## config.mk

```make
export PLATFORM = sky130hd
export DESIGN_NAME = counter_compare_pwm
export DESIGN_NICKNAME = d
export VERILOG_FILES = /design/src/rtl/counter_compare_pwm.sv
export SDC_FILE = /design/constraint.sdc
export NUM_CORES = 1
export LEC_CHECK = 0
export CELL_PAD_IN_SITES_DETAIL_PLACEMENT = 1
export CELL_PAD_IN_SITES_GLOBAL_PLACEMENT = 1
export CORE_ASPECT_RATIO = 1.25
export CORE_UTILIZATION = 46
export CTS_CLUSTER_DIAMETER = 80
export CTS_CLUSTER_SIZE = 10
export DETAILED_ROUTE_END_ITERATION = 8
export MAX_ROUTING_LAYER = met4
export PLACE_DENSITY_LB_ADDON = 0.1
export SKIP_CTS_REPAIR_TIMING = 1
export SYNTH_ARGS = -nofsm -noshare
export SYNTH_HDL_FRONTEND = slang
export SYNTH_SLANG_ARGS = --single-unit
```

## constraint.sdc

```tcl
create_clock -name clk -period 2.3 [get_ports clk]
set_clock_uncertainty 0.1 [all_clocks]
set_input_delay 0.46 -clock clk [delete_from_list [all_inputs] [get_ports clk]]
set_output_delay 0.46 -clock clk [all_outputs]
set_load 0.005 [all_outputs]
```

## src/rtl/counter_compare_pwm.sv

```systemverilog
// Compare/PWM stage behind the free-running counter: two double-buffered
// compare channels producing PWM, match pulses, sticky flags and a wrap pulse.
module counter_compare_pwm #(
  parameter int WIDTH = 8
) (
  input  logic             clk,
  input  logic             reset,
  input  logic             enable,
  input  logic [WIDTH-1:0] count,
  input  logic             cmp_wr,
  input  logic             cmp_sel,
  input  logic [WIDTH-1:0] cmp_data,
  input  logic [1:0]       irq_clr,
  output logic [1:0]       pwm,
  output logic [1:0]       match_pulse,
  output logic [1:0]       irq_flag,
  output logic             wrap_pulse,
  output logic [1:0]       pending
);

  logic [WIDTH-1:0] shadow [2];
  logic [WIDTH-1:0] active [2];
  logic             wrap;
  logic [1:0]       wr_hit;
  logic [1:0]       hit;
  logic [1:0]       below;

  // cmp_wr is a single-cycle strobe with no back-pressure: every edge with
  // cmp_wr = 1 is one accepted write into shadow[cmp_sel].
  always_comb begin
    wrap   = (count == '1) && enable;
    wr_hit = '0;
    hit    = '0;
    below  = '0;
    for (int ch = 0; ch < 2; ch++) begin
      wr_hit[ch] = cmp_wr && (cmp_sel == 1'(ch));
      hit[ch]    = (count == active[ch]) && enable;
      below[ch]  = count < active[ch];
    end
  end

  always_ff @(posedge clk or negedge reset) begin
    if (!reset) begin
      for (int ch = 0; ch < 2; ch++) begin
        shadow[ch] <= '0;
        active[ch] <= '0;
      end
      pwm         <= '0;
      match_pulse <= '0;
      irq_flag    <= '0;
      wrap_pulse  <= 1'b0;
      pending     <= '0;
    end else begin
      wrap_pulse  <= wrap;
      pwm         <= below;
      match_pulse <= hit;
      // a set on the same edge as a clear wins
      irq_flag    <= hit | (irq_flag & ~irq_clr);
      for (int ch = 0; ch < 2; ch++) begin
        // transfer reads the shadow before this edge's write lands
        if (wrap && pending[ch]) active[ch] <= shadow[ch];
        if (wr_hit[ch]) begin
          shadow[ch]  <= cmp_data;
          pending[ch] <= 1'b1;
        end else if (wrap) begin
          pending[ch] <= 1'b0;
        end
      end
    end
  end

endmodule

```

## Yosys cells after proc, flatten, opt, wreduce, memory -nomap -nowiden

Index checks and enable logic that the tools add are counted.

- Bits in latches: 0
- Bits in read-only memories: 0
- Input bits: 23
- Register bits: 41
- RAM bits: 0
- Output and inout bits: 9
- Memories: 0

- Divide/modulo/power cells: 0
- $mul: 0
- Eq/ne operators: 3
- Mux-type cells: 3
- Add/sub/neg operators: 0
- Order comparisons: 2
- Bitwise operators: 4
- Shifts and indexed selects: 0
- Reduce and logical (&&, ||, !) cells: 9

Operator list:

| cell | number |
|---|---|
| $eq A8 B8 Y1 | 2 |
| $lt A8 B8 Y1 | 2 |
| $eq A8 B8 Y1 const B | 1 |
| $logic_and A1 B1 Y1 | 7 |
| $reduce_bool A2 Y1 | 2 |
| $mux W1 | 3 |
| $and A2 B2 Y2 | 1 |
| $not A2 Y2 | 1 |
| $or A2 B2 Y2 | 1 |
| $not A1 Y1 | 1 |

## Longest topological paths before layout

Gate-level depths: netlist of run 1.

- Depth after elaboration: 4
- Mapped depth: 6

## Worst setup path after synthesis of run 1

No wires, ideal clock.

- Kind: input-to-reg
- Start point: in count[6]
- End point: reg active[0] (netlist name)
- Data arrival time: 1300 ps
- Setup slack: 775 ps
- Path buffers: 1
- Stages on the path: 5
- Cell sequence: nand4_1 -> nor2_2 -> and4_1 -> buf_6 -> mux2_4

- Cells in the longest elaborated chain, start to end: 3

Ends and longest elaborated chain:

| item | RTL line | text |
|---|---|---|
| start, declared | 9 | `input logic [WIDTH-1:0] count,` |
| $eq A8 B8 Y1 | 31 | `wrap = (count == '1) && enable;` |
| $logic_and A1 B1 Y1 | 31 |  |
| $logic_and A1 B1 Y1 | 61 | `if (wrap && pending[ch]) active[ch] <= shadow[ch];` |
| end signal, assigned by index | 61 |  |
| end, declared | 22 | `logic [WIDTH-1:0] active [2];` |

Every way passes these cells.
A chain may end at the register's enable or synchronous reset.

## Worst setup path after layout of run 1

- Start point: in count[7]
- End point: reg active[9] (netlist name)

Same word-level chain as after synthesis.

==> results of run 1 <==
-- layer usage --
metal	routed length, µm	part of all wire	up-vias	global-route usage
met2	2460	0.57	24	0.407
met3	134	0.031	7	0.0567
met1	1610	0.38	662	0.217
met5	0	0	-	-
li1	-	-	591	-
met4	84	0.020	0	0.0985
-- how the worst max path moves through the flow --
stage,start,endpoint,slack [ns],depth (start not counted)
2_1_floorplan,count[6],active[0]$_DFFE_PN0P_,0.78,5
3_3_place_gp,count[7],active[3]$_DFFE_PN0P_,0.12,6
3_5_place_dp,count[6],active[11]$_DFFE_PN0P_,0.05,6
4_1_cts,count[6],active[9]$_DFFE_PN0P_,0.37,6
5_1_grt,count[7],irq_flag[0]$_DFF_PN0_,0.33,5
6_report,count[7],active[9]$_DFFE_PN0P_,0.37,6
-- cell families (layout without fill, tap and decap cells) --
kind of cell,count (synthesis),in the layout,synth area share
buf+inv,23,64,0.0522
mux,32,32,0.214
flops,41,41,0.522
compound gates,14,14,0.0465
fa+ha+maj,16,16,0.102
simple gates,23,23,0.0637
-- metrics by stage --
stage	power, W	instances
global route	0.00158	246
floorplan	0.000934	149
detailed placement	0.00105	238
CTS	0.00153	245
global placement	0.00103	238
finish	0.00151	246
-- where the power goes --
part           internal [W]  leakage, nW  switching [W]  total [W]
combinational      0.000128        0.570      0.0000930   0.000221
clock              0.000238       0.0443       0.000236   0.000474
sequential         0.000780        0.521      0.0000334   0.000813
total               0.00115         1.14       0.000363    0.00151
-- flip-flops by register name, summed over array words and instances, names as in the netlist --
register / cells
active: 16
irq_flag: 2
match_pulse: 2
pending: 2
pwm: 2
shadow: 16
wrap_pulse: 1
-- cell usage after synthesis (2+ instances only) --
library cell,count,area share
dfrtp_1,41,0.52
inv_1,20,0.038
ha_1,16,0.10
mux2_2,16,0.092
mux2_4,16,0.12
nand2_1,8,0.015
a21oi_1,6,0.015
a21o_1,3,0.011
nand3_1,3,0.0076
nand4_1,3,0.0095
nor2b_1,3,0.0095
a211oi_1,2,0.0076
and4_1,2,0.0089
buf_6,2,0.011
nor2_2,2,0.0064
nor4_1,2,0.0064
o21bai_1,2,0.0076
-- area by class of cell --
class,instances,area share
inverters,20,0.0304
repair buffers,37,0.153
clock buffers,7,0.0349
multi-input cells,85,0.339
well taps,56,0.0283
flip-flops and latches,41,0.415
-- critical path: stages --
cell and delay (ns):
clkdlybuf4s50_1 0.53, nand4_1 0.15, nor2_2 0.14, and4_1 0.27
buf_12 0.16, mux2_4 0.30
==> run summary, run 1 <==
outcome: completed
worst r2r dst: irq_flag[1]$_DFF_PN0_
setup_tns: 0 ns
Critical Path RT: 2.38 ns
Post-Syn Instances: 149
TritonCTS clock tree: done
worst-case clock buffer depth: 2
largest net degree at the start of global routing: 41
Total Routed Length: 4290 µm
Worst Hold Endpoint: irq_flag[1]$_DFF_PN0_
hold_sp: irq_flag[1]$_DFF_PN0_
chip height: 75.1 µm
register area share after synthesis: 0.522
vias in the first global route: 1,342
ant diodes: 0
Placeable Area: 0.00410 mm²
Reg2Reg Launch Point: active[6]$_DFFE_PN0P_
Slew Limit Headroom: 0.695
initial antenna violation count: 0
initial DRC count: 43
total CTS buffers: 5
Fin. Hold Viols: 0
Initial DRT Pass Iterations: 2
flop and latch count out of synthesis: 41
synthesis-to-finish area growth: 25.8%
Mapped Area: 0.00197 mm²
share of cells above drive strength 1: 0.242
worst hold path depth: 1
most common cell after layout, fill and taps aside: dfrtp_1
R2R setup slack: 0.68 ns
maxcap violations: 0
final net count: 229
IO Count: 32
commonest non-fill, non-tap cells in the layout: dfrtp_1, clkdlybuf4s50_1, inv_1
worst slew pin tran: 0.453 ns
Min-Delay Path Class: flip-flop to flip-flop
# rows: 26
Synth Net Count: 188
highest clock rate: 519 MHz
max-slew violations: 0
yosys warns: 0
Place WS: 0.0492 ns
Worst Setup End Kind: flip-flop
vias: 1,284
fin util: 0.603
fraction of registers with async set or reset after synthesis: 1.00
Max VDD drop: 0.501 mV
crit-path max FO: 8
minimum hold slack: 0.382 ns
Detail Route Antenna Nets: 0
Crit Path Class: input port to flip-flop
drt via density: 5.22
worst r2r path cells: 5
Pwr Density: 610 mW/mm²
syn avg cell area: 13.2 µm²
Synth cell types: 19
Port Buf Inserts: 31
Reg clk slew, reported paths: 0.07 ns
Worst Setup Start Kind: input port
RSZ-0062 raised after global routing: no
crit share post-route: 0.837
Total GRT Usage: 0.223
main flop type after synthesis: dfrtp_1
Post-DP HPWL: 3350 µm
Starting Density: 0.480
Root Buffer: clkbuf_8
# clock sinks: 41
EDFF count, synth: 0
sequential cell area: 0.00103 mm²
WP data arrival: 2.00 ns
placed cell area: 0.00238 mm²
first-pass GRT wire length: 6520 µm
WL/cell: 17.4 µm
P_leak: 1.14 nW
# fillers: 450
Final Instance Area: 0.00247 mm²
DRC: 0
grt total ovfl: 0
Setup Viol. Count Final: 0
multi-input logic area: 837 µm²
die area: 0.00454 mm²
Tmin final: 1.93 ns
H-tree depth: 2
GPL Wtd Cong: 0.856
Setup WS post-layout: 0.375 ns
Horiz. Die Dim: 60.5 µm
Clk Latency, worst-skew pair: 0.30 ns
Note: power is estimated with default switching activity, not from simulation.
==> inputs of run 2 (changes only) <==
- CORE_UTILIZATION: 46 -> 43
- clock period: 2.3 -> 1.8 ns (I/O delays scaled with it)
==> run 2 against run 1 <==
Critical path type unchanged. Via count increased by 3.2%. Sequential share of layout area decreased by 2.7 points. Design area increased by 6.9%. Highest routed layer unchanged. The run now ends with negative setup slack left.
==> run summary, run 2 (synthesized netlist as in run 1, its figures left out) <==
minimum hold slack: 0.402 ns
share of cells above drive strength 1: 0.330
Critical Path RT: 1.95 ns
drt via density: 5.08
synthesis-to-finish area growth: 34.4%
R2R setup slack: 0.23 ns
WP data arrival: 1.96 ns
initial antenna violation count: 0
hold_sp: irq_flag[0]$_DFF_PN0_
GPL Wtd Cong: 0.871
highest clock rate: 553 MHz
worst hold path depth: 1
Total Routed Length: 4720 µm
wire length on met1: 1920 µm
Port Buf Inserts: 31
worst r2r dst: irq_flag[1]$_DFF_PN0_
outcome: finished with violations
Reg2Reg Launch Point: active[5]$_DFFE_PN0P_
metal3 WL: 119 µm
TritonCTS clock tree: done
Max VDD drop: 0.613 mV
RSZ-0062 raised after global routing: yes
WL/cell: 18.1 µm
Root Buffer: clkbuf_8
total CTS buffers: 5
highest metal used: met4
DR WL met2: 2590 µm
IO Count: 32
setup_tns: -0.00888 ns
vias in the first global route: 1,566
# rows: 27
Starting Density: 0.448
fin util: 0.602
DRC: 0
Tmin final: 1.81 ns
worst r2r path cells: 5
worst slew pin tran: 0.562 ns
Reg clk slew, reported paths: 0.09 ns
worst path cell trace: clkdlybuf4s50_1 > buf_4 > ha_1 > nand4_1 > nor4_2 > a21o_1
Setup WS post-layout: -0.00888 ns
worst-case clock buffer depth: 2
Worst Setup Start Kind: input port
Slew Limit Headroom: 0.625
biggest regs: active x16, shadow x16
Place WS: -0.383 ns
Placeable Area: 0.00439 mm²
die area: 0.00485 mm²
Setup Viol. Count Final: 1
failing checks: negative setup slack
first-pass GRT wire length: 7810 µm
Crit Path Class: input port to flip-flop
crit share post-route: 1.00
initial DRC count: 26
commonest non-fill, non-tap cells in the layout: dfrtp_1, clkdlybuf4s50_1, inv_1
largest net degree at the start of global routing: 26
Post-DP HPWL: 3530 µm
vias: 1,325
Max stage delay on crit path: 0.45 ns
Horiz. Die Dim: 62.5 µm
grt total ovfl: 0
Detail Route Antenna Nets: 0
ant diodes: 0
Final Instance Area: 0.00264 mm²
Initial DRT Pass Iterations: 4
final net count: 241
Worst Hold Endpoint: irq_flag[0]$_DFF_PN0_
Total GRT Usage: 0.222
Worst Setup End Kind: flip-flop
# clock sinks: 41
P_leak: 1.21 nW
Fin. Hold Viols: 0
crit-path max FO: 2
H-tree depth: 2
Min-Delay Path Class: flip-flop to flip-flop
max-slew violations: 0
most common cell after layout, fill and taps aside: dfrtp_1
placed cell area: 0.00248 mm²
crit path max-delay cell type: clkdlybuf4s50_1
chip height: 77.6 µm
maxcap violations: 0
Pwr Density: 812 mW/mm²
Clk Latency, worst-skew pair: 0.30 ns
[run 2: cell types whose count changed in the layout (fill, tap and decap cells not counted), sizes merged]
cell / delta
bufinv: +1
buf: +12
[run 2: cell type report]
| type | count | area (µm²) |
|---|---|---|
| Fill cell | 454 | 1750 |
| Multi-Input combinational cell | 85 | 872 |
| Clock buffer | 7 | 86.3 |
| Timing Repair Buffer | 49 | 480 |
| Sequential cell | 41 | 1030 |
| Tap cell | 58 | 72.6 |
| Clock inverter | 1 | 30.0 |
| Inverter | 20 | 75.1 |
[run 2: power breakdown]
group / switching [W] / internal (W) / total (W)
combinational: 0.000136 / 0.000189 / 0.000325
sequential: 0.0000431 / 0.000996 / 0.00104
clock: 0.000330 / 0.000452 / 0.000782
total: 0.000509 / 0.00164 / 0.00215
[run 2: worst max-delay path, delay by kind of cell]
family	cells	cell delay, ns
buffers and inverters	2	0.61
AND/OR/NAND/NOR	2	0.54
adder cells (fa/ha/maj)	1	0.30
AO/OA/AOI/OAI	1	0.13
[run 2: per-stage QoR]
| stage | power [W] | cells |
|---|---|---|
| 6_report | 0.00215 | 261 |
| 5_1_grt | 0.00224 | 261 |
| 4_1_cts | 0.00215 | 260 |
| 3_5_place_dp | 0.00137 | 252 |
| 3_3_place_gp | 0.00134 | 252 |
| 2_1_floorplan | 0.00119 | 149 |
[run 2: layer usage]
| metal | up-vias | track usage |
|---|---|---|
| met2 | 28 | 0.390 |
| met1 | 669 | 0.237 |
| met4 | 0 | 0.100 |
| met3 | 8 | 0.0500 |
| met5 | - | - |
| li1 | 620 | - |
[run 2: worst max path at each step]
stage / startpoint / endpoint / cells past startpoint
finish: count[7] / irq_flag[1]$_DFF_PN0_ / 6
global route: count[7] / irq_flag[1]$_DFF_PN0_ / 6
CTS: count[7] / irq_flag[1]$_DFF_PN0_ / 6
detailed placement: count[7] / irq_flag[1]$_DFF_PN0_ / 6
global placement: count[7] / irq_flag[1]$_DFF_PN0_ / 6
floorplan: count[6] / active[0]$_DFFE_PN0P_ / 5
==> inputs of run 3 (changes only) <==
- CORE_MARGIN: not set -> 4
==> run 3 against run 2 <==
The run now ends clean. Largest cell class unchanged. Power shrank 8.7%. Via count shrank 0.23%. Highest routed layer unchanged. Worst setup slack gained 0.064 ns.
==> run summary, run 3 (synthesized netlist as in run 1, its figures left out) <==
Starting Density: 0.444
Max VDD drop: 0.538 mV
share of cells above drive strength 1: 0.327
IO Count: 32
biggest regs: active x16, shadow x16
Pwr Density: 741 mW/mm²
Crit Path Class: input port to flip-flop
WP data arrival: 1.82 ns
Worst Setup Start Kind: input port
initial DRC count: 32
gr busiest metal: met2
Clk Latency, worst-skew pair: 0.29 ns
# fillers: 450
Root Buffer: clkbuf_8
Slew Limit Headroom: 0.770
worst slew pin tran: 0.345 ns
highest clock rate: 573 MHz
total chip power: 0.00196 W
most common cell after layout, fill and taps aside: dfrtp_1
Total GRT Usage: 0.186
max-slew violations: 0
Port Buf Inserts: 31
vias in the first global route: 1,478
crit-path max FO: 8
crit share post-route: 0.969
met3 global-route usage: 0.0485
vias: 1,322
drt via density: 5.03
Detail Route Antenna Nets: 0
setup_tns: 0 ns
largest net degree at the start of global routing: 21
# rows: 27
maxcap violations: 0
initial antenna violation count: 0
P_leak: 1.25 nW
GPL Wtd Cong: 0.779
ant diodes: 0
Total Routed Length: 4580 µm
Horiz. Die Dim: 68.5 µm
H-tree depth: 2
chip height: 83.6 µm
TritonCTS clock tree: done
Worst Setup End Kind: flip-flop
Placeable Area: 0.00443 mm²
DRC: 0
WL/cell: 17.4 µm
Post-DP HPWL: 3700 µm
Initial DRT Pass Iterations: 4
first-pass GRT wire length: 7490 µm
# clock sinks: 41
grt total ovfl: 0
minimum hold slack: 0.377 ns
total CTS buffers: 5
Fin. Hold Viols: 0
Critical Path RT: 1.87 ns
outcome: completed
Tmin final: 1.74 ns
synthesis-to-finish area growth: 34.5%
M2 GR Usage: 0.300
worst-case clock buffer depth: 2
GR Util met1: 0.219
Place WS: -0.379 ns
final net count: 244
die area: 0.00572 mm²
Setup Viol. Count Final: 0
Min-Delay Path Class: flip-flop to flip-flop
Setup WS post-layout: 0.0552 ns
Reg clk slew, reported paths: 0.07 ns
commonest non-fill, non-tap cells in the layout: dfrtp_1, clkdlybuf4s50_1, inv_1
==> run 3: cell types whose count changed in the layout (fill, tap and decap cells not counted), moves of 2 or more <==
| cell | delta |
|---|---|
| dlymetal6s2s_1 | +4 |
| a21oi_2 | -2 |
| clkdlybuf4s50_1 | -4 |
| buf_4 | +3 |
| a21oi_1 | +2 |
==> run 3: worst paths after layout <==
path | from | endpoint | slack (ns) | cells past startpoint
min in group asynchronous | reset | pending[1]$_DFFE_PN0P_ | 0.41 | 2
max in group asynchronous | reset | active[7]$_DFFE_PN0P_ | 0.60 | 3
setup reg to reg | active[7]$_DFFE_PN0P_ | pwm[1]$_DFF_PN0_ | 0.21 | 6
hold / removal | irq_flag[1]$_DFF_PN0_ | irq_flag[1]$_DFF_PN0_ | 0.38 | 1
setup / recovery | enable | active[2]$_DFFE_PN0P_ | 0.06 | 6
hold reg to reg | irq_flag[1]$_DFF_PN0_ | irq_flag[1]$_DFF_PN0_ | 0.38 | 1
==> run 3: report_power, final <==
part / total, W / switching, W / internal, W / leakage [nW]
registers: 0.00104 / 0.0000431 / 0.000996 / 0.521
clock network: 0.000596 / 0.000292 / 0.000304 / 0.0443
logic: 0.000324 / 0.000134 / 0.000190 / 0.688
==> run 3: routing by layer <==
| layer | part of all wire | vias up |
|---|---|---|
| met5 | 0 | - |
| met3 | 0.032 | 8 |
| li1 | - | 624 |
| met4 | 0.016 | 0 |
| met2 | 0.55 | 26 |
| met1 | 0.40 | 664 |
==> run 3: area by class of cell <==
class                      instances  area, µm²  area share
sequential                        41       1030       0.388
multi-input combinational         85        871       0.329
timing repair buffer              52        513       0.194
clock buffer                       7       86.3      0.0327
inverter                          20       75.1      0.0284
tap                               58       72.6      0.0274
==> run 3: worst max-delay path, stage by stage <==
cell and delay [ns]:
clkdlybuf4s50_1 0.50, inv_1 0.08, nor2_2 0.17, and4_4 0.26, buf_12 0.15, mux2_4 0.31
==> run 3: stage by stage <==
| stage | instances | cell area (µm²) | utilization |
|---|---|---|---|
| finish | 263 | 2640 | 0.597 |
| floorplan | 149 | 1970 | - |
| global placement | 255 | 2500 | 0.566 |
| detailed placement | 255 | 2500 | 0.566 |
| CTS | 262 | 2590 | 0.585 |
| global route | 263 | 2640 | 0.597 |
